### src/rtl/control_unit.sv
// ---------------------------------------------------------------------------
// control_unit
//
// 8-bit sequencer for the cryptography processor. It owns a 256x8
// program/data memory, fetches and decodes one-byte opcodes, loads operand
// registers A and B from the instruction stream, and captures the external
// ALU result into register C. The host preloads memory through a manual
// write port, which also freezes the sequencer while active. The memory
// write bus is mirrored on the c_* bus outputs.
//
// Optional feature macro: CU_HALT_EN
//   defined   : opcode 0xF_ enters a HALT state left only by rst.
//   undefined : opcode 0xF_ behaves as a NOP; no HALT state exists.
//
// Ports
//   clk          in   clock, rising edge
//   rst          in   synchronous reset, active-high
//   c_data_in    in   manual-load write data
//   c_addr_in    in   manual-load write address
//   manual_we    in   manual write enable, freezes the sequencer
//   alu_res_in   in   external ALU result (function of c_out_A/c_out_B)
//   c_data_out   out  memory bus data
//   c_addr_out   out  memory bus address
//   c_we         out  memory bus write strobe
//   c_out_A/B/C  out  operand registers A, B and result register C
// ---------------------------------------------------------------------------
module control_unit #(
  parameter int DATA_W    = 8,
  parameter int ADDR_W    = 8,
  parameter int MEM_DEPTH = 2 ** ADDR_W
) (
  input  logic              clk,
  input  logic              rst,
  input  logic [DATA_W-1:0] c_data_in,
  input  logic [ADDR_W-1:0] c_addr_in,
  input  logic              manual_we,
  input  logic [DATA_W-1:0] alu_res_in,
  output logic [DATA_W-1:0] c_data_out,
  output logic [ADDR_W-1:0] c_addr_out,
  output logic              c_we,
  output logic [DATA_W-1:0] c_out_A,
  output logic [DATA_W-1:0] c_out_B,
  output logic [DATA_W-1:0] c_out_C
);

  typedef enum logic [1:0] {
    S_FETCH,
    S_EXEC1,
`ifdef CU_HALT_EN
    S_HALT,
`endif
    S_EXEC2
  } state_t;

  localparam logic [3:0] OP_STI = 4'b0001;
  localparam logic [3:0] OP_LDA = 4'b0010;
  localparam logic [3:0] OP_LDB = 4'b0011;
  localparam logic [3:0] OP_ENC = 4'b0110;
`ifdef CU_HALT_EN
  localparam logic [3:0] OP_HLT = 4'b1111;
`endif

  logic [DATA_W-1:0] mem [MEM_DEPTH];

  state_t            state_q, state_d;
  logic [ADDR_W-1:0] pc_q, pc_d;
  // Only the opcode nibble is kept: the low nibble of an instruction
  // never influences execution.
  logic [3:0]        ir_q, ir_d;
  logic [DATA_W-1:0] a_q, a_d;
  logic [DATA_W-1:0] b_q, b_d;
  logic [DATA_W-1:0] c_q, c_d;
  logic [ADDR_W-1:0] st_addr_q, st_addr_d;

  logic [DATA_W-1:0] mem_rd;
  logic [ADDR_W-1:0] pc_inc;
  logic              st_we;

  assign mem_rd = mem[pc_q];
  assign pc_inc = pc_q + 1'b1;   // natural wrap 255 -> 0

  // Next-state / datapath decode. Manual loading freezes everything.
  always_comb begin
    // NOTE: every signal assigned here gets a default first; a path that
    // skips an assignment would otherwise infer a latch.
    state_d   = state_q;
    pc_d      = pc_q;
    ir_d      = ir_q;
    a_d       = a_q;
    b_d       = b_q;
    c_d       = c_q;
    st_addr_d = st_addr_q;
    st_we     = 1'b0;

    if (!manual_we) begin
      unique case (state_q)
        S_FETCH: begin
          ir_d    = mem_rd[DATA_W-1 -: 4];
          pc_d    = pc_inc;
          state_d = S_EXEC1;
        end
        S_EXEC1: begin
          state_d = S_FETCH;
          case (ir_q)
            OP_STI: begin
              st_addr_d = mem_rd;
              pc_d      = pc_inc;
              state_d   = S_EXEC2;
            end
            OP_LDA: begin
              a_d  = mem_rd;
              pc_d = pc_inc;
            end
            OP_LDB: begin
              b_d  = mem_rd;
              pc_d = pc_inc;
            end
            OP_ENC: c_d = alu_res_in;
`ifdef CU_HALT_EN
            OP_HLT: state_d = S_HALT;
`endif
            default: ;  // NOP and unassigned opcodes
          endcase
        end
        S_EXEC2: begin
          st_we   = 1'b1;
          pc_d    = pc_inc;
          state_d = S_FETCH;
        end
`ifdef CU_HALT_EN
        S_HALT: ;  // parked until rst
`endif
        default: state_d = S_FETCH;
      endcase
    end
  end

  always_ff @(posedge clk) begin
    // NOTE: sequential state uses non-blocking assignments so every flop
    // samples pre-edge values regardless of statement order.
    if (rst) begin
      state_q   <= S_FETCH;
      pc_q      <= '0;
      ir_q      <= '0;
      a_q       <= '0;
      b_q       <= '0;
      c_q       <= '0;
      st_addr_q <= '0;
    end else begin
      state_q   <= state_d;
      pc_q      <= pc_d;
      ir_q      <= ir_d;
      a_q       <= a_d;
      b_q       <= b_d;
      c_q       <= c_d;
      st_addr_q <= st_addr_d;
    end
  end

  // NOTE: the memory array is deliberately not reset; program contents
  // must survive rst, and a reset port would prevent RAM inference.
  // Manual writes ignore rst and win over an instruction store.
  always_ff @(posedge clk) begin
    if (manual_we)
      mem[c_addr_in] <= c_data_in;
    else if (st_we && !rst)
      mem[st_addr_q] <= mem_rd;
  end

  // Memory bus mirror.
  always_comb begin
    c_addr_out = pc_q;
    c_data_out = mem_rd;
    c_we       = 1'b0;
    if (manual_we) begin
      c_addr_out = c_addr_in;
      c_data_out = c_data_in;
      c_we       = 1'b1;
    end else if (state_q == S_EXEC2) begin
      c_addr_out = st_addr_q;
      c_we       = 1'b1;
    end
  end

  assign c_out_A = a_q;
  assign c_out_B = b_q;
  assign c_out_C = c_q;

endmodule

### config.mk
export PLATFORM = sky130hd
export DESIGN_NAME = control_unit
export DESIGN_NICKNAME = d
export VERILOG_FILES = /design/src/rtl/control_unit.sv
export SDC_FILE = /design/constraint.sdc
export NUM_CORES = 2
export LEC_CHECK = 0
export ABC_AREA = 1
export CAP_MARGIN = 30
export CORE_MARGIN = 5
export CORE_UTILIZATION = 30
export DETAILED_ROUTE_END_ITERATION = 10
export HOLD_SLACK_MARGIN = 0.08
export SLEW_MARGIN = 10
export SYNTH_ARGS = -nofsm -noshare
export SYNTH_HDL_FRONTEND = slang
export SYNTH_SLANG_ARGS = --single-unit
### constraint.sdc
create_clock -name clk -period 16.1 [get_ports clk]
set_input_delay 2.415 -clock clk [delete_from_list [all_inputs] [get_ports clk]]
set_output_delay 2.415 -clock clk [all_outputs]
set_load 0.01 [all_outputs]
==> metrics <==
status complete, no violations; Cells after DPL ~11000; # rows ~200; Slew @ Worst Pin about 1300 ps; element type at the critical path end primary output; Post-Route WL between 200000 and 250000 um; share of cells above drive strength 1 roughly 6.0%; dominant synthesized flop cell edfxtp_1; Congestion Overflow GR 0; Post-CTS Setup Bufs 0; synth unique cells 33; finished layout cell area 96400 um^2; Core ar. approximately 280000 um^2; Multi-input gate area 20300 um^2; Data arrival, critical path between 6000 and 7000 ps; Post-synth top cells nand2_1 (2123), edfxtp_1 (2048), nand3_1 (2034); Hold Path Stages 2; initial core utilization a little under a third; number of synthesized flops with an enable pin between 2000 and 2500; Yosys top cell area share between 70% and 80%; Port Buffers 67; post-synthesis average cell area between 10 and 15 um^2; Slew Viols, Final 0; width of the die between 500 and 600 um; Ports about 70; global placement routability congestion a little over 0.8; Final period util about 56%; synthesized flop and latch total 2102; Global Route Usage Sum 15.4%; Max-Cap Viols 0; Peak Freq about 0.11 GHz; routed length per instance 21.2 um; syn nets approximately 7300; post-route antenna net violation count 0; worst hold path class flop to flop; Placed Instance Area between 80000 and 90000 um^2; Max FO, Critical Path about 230; vias in the first global route ~53000; area leader, netlist edfxtp_1; DRC viols 0; Pwr per Cell Area 124 nW/um^2; Vias between 50000 and 60000; largest cells by area after synthesis edfxtp_1 (72%), nand3_1 (12%), nand2_1 (9.4%); final count of hold timing violations 0; synthesized area between 80000 and 90000 um^2; # hold bufs at CTS 0; register area approximately 63000 um^2; cells resized by post-CTS repair 0; clock sink count around 2100; Tot Pwr approximately 12 mW; Finished Layout Cells 11084; Fillers between 20000 and 30000; CTS H-tree lvls 4; top-count cell post-synth nand2_1; largest net degree at the start of global routing between 200 and 250; CTS tree done; 1st-pass router iterations 7; async set or reset register ratio after synthesis 0%; Fin Setup TNS 0 ps; final setup vio count 0; Final min period approximately 9000 ps; nets between 7000 and 8000; die footprint 294000 um^2; die height 543 um; Worst-Skew Late Latency 850 ps; Worst-path clk slew around 60 ps; Layout area overhead 13.3%; initial antenna violation count 2; Longest Clk Path Bufs 3; Clock Skew about 67 ps; data required time of the worst path between 10000 and 15000 ps; Hold Worst Slack 498 ps; CTS root buf clkbuf_16; startpoint types flop; Slew Limit Headroom between 10% and 20%; register area share after synthesis between 70% and 80%; Lkg Pwr around 32 nW; CTS Buf Count 210; first-pass GRT wire length roughly 350000 um; worst-case vdd ir drop 0.0977 mV; HPWL Detailed approximately 130000 um; r2r worst-path depth 15; drt initial violations roughly 6600; RSZ-0062 raised after global routing false; CP Class flop to primary output; post-DR vias/cell about 5.1; Synth Warn # 0; synthesized instance count just over 7000
cell usage in the layout, fill, tap and decap left out, types with 48 or more instances in the layout:
master and count:
buf_4 74, clkbuf_1 55, clkbuf_16 211, clkdlybuf4s50_1 67, clkinv_1 51, dfxtp_1 48, edfxtp_1 2048, inv_1 58
nand2_1 2123, nand3_1 2034, nor2_1 311, o21ai_0 49
routing by layer:
layer	share of wire, %	GRT usage (%)	vias to the layer above
met4	3.4	5.20	0
met1	42	21.7	27762
met2	45	24.0	2557
met5	0	0	-
met3	8.7	3.00	392
li1	-	-	25600
metrics by stage:
step | setup WS [ps] | util (%)
floorplan | 719 | -
global placement | 8030 | 31.6
detailed placement | 8030 | 31.7
CTS | 7120 | 34.1
global route | 6850 | 34.2
finish | 7110 | 34.2
area by class of cell:
class,instances,area share [%]
tap,3743,4.86
clock inverter,125,1.27
inverter,72,0.306
clock buffer,266,5.69
timing repair buffer,170,1.95
multi-input combinational,4605,21.0
antenna,1,0.00260
sequential,2102,64.9
critical path, cell delays in order (launching register included):
cell and delay [ps]:
dfxtp_4 540, inv_8 630, buf_4 850, buf_12 600
nand2_1 100, nand3_1 110, nand3_1 150, nand3_1 210
nand3_1 110, nand3_1 300, nand3_1 120, nand3_1 270
nand2_1 330, o21ai_0 330, clkdlybuf4s50_1 600
worst paths after layout:
| check | from | end | slack, ps |
|---|---|---|---|
| max reg2reg | flop | mem[120][2] | 9000 |
| min reg2reg | c_out_C[7] | c_out_C[7] | 500 |
| min | c_out_C[7] | c_out_C[7] | 500 |
| max | flop | c_data_out[5] | 7110 |
where the power goes:
group          switching [mW]  internal (mW)  leakage (nW)  total [mW]
sequential             0.0118           6.01          18.8        6.02
clock                    2.09           2.72          3.26        4.81
combinational           0.834          0.298          10.3        1.13
cell families after synthesis:
group | share of synthesized area (%)
buffers and inverters | 2.76
adder cells (fa/ha/maj) | 0.0147
AO/OA/AOI/OAI | 0.764
flip-flops | 73.5
AND/OR/NAND/NOR | 22.9
sequential cells by signal, summed over array words and instances, names as in the netlist, named ones only:
name / count
mem: 2048
c_out_A: 8
c_out_B: 8
c_out_C: 8
pc_q: 8
st_addr_q: 8
ir_q: 4
state_q: 2
Power figures use the tool's default switching activity.
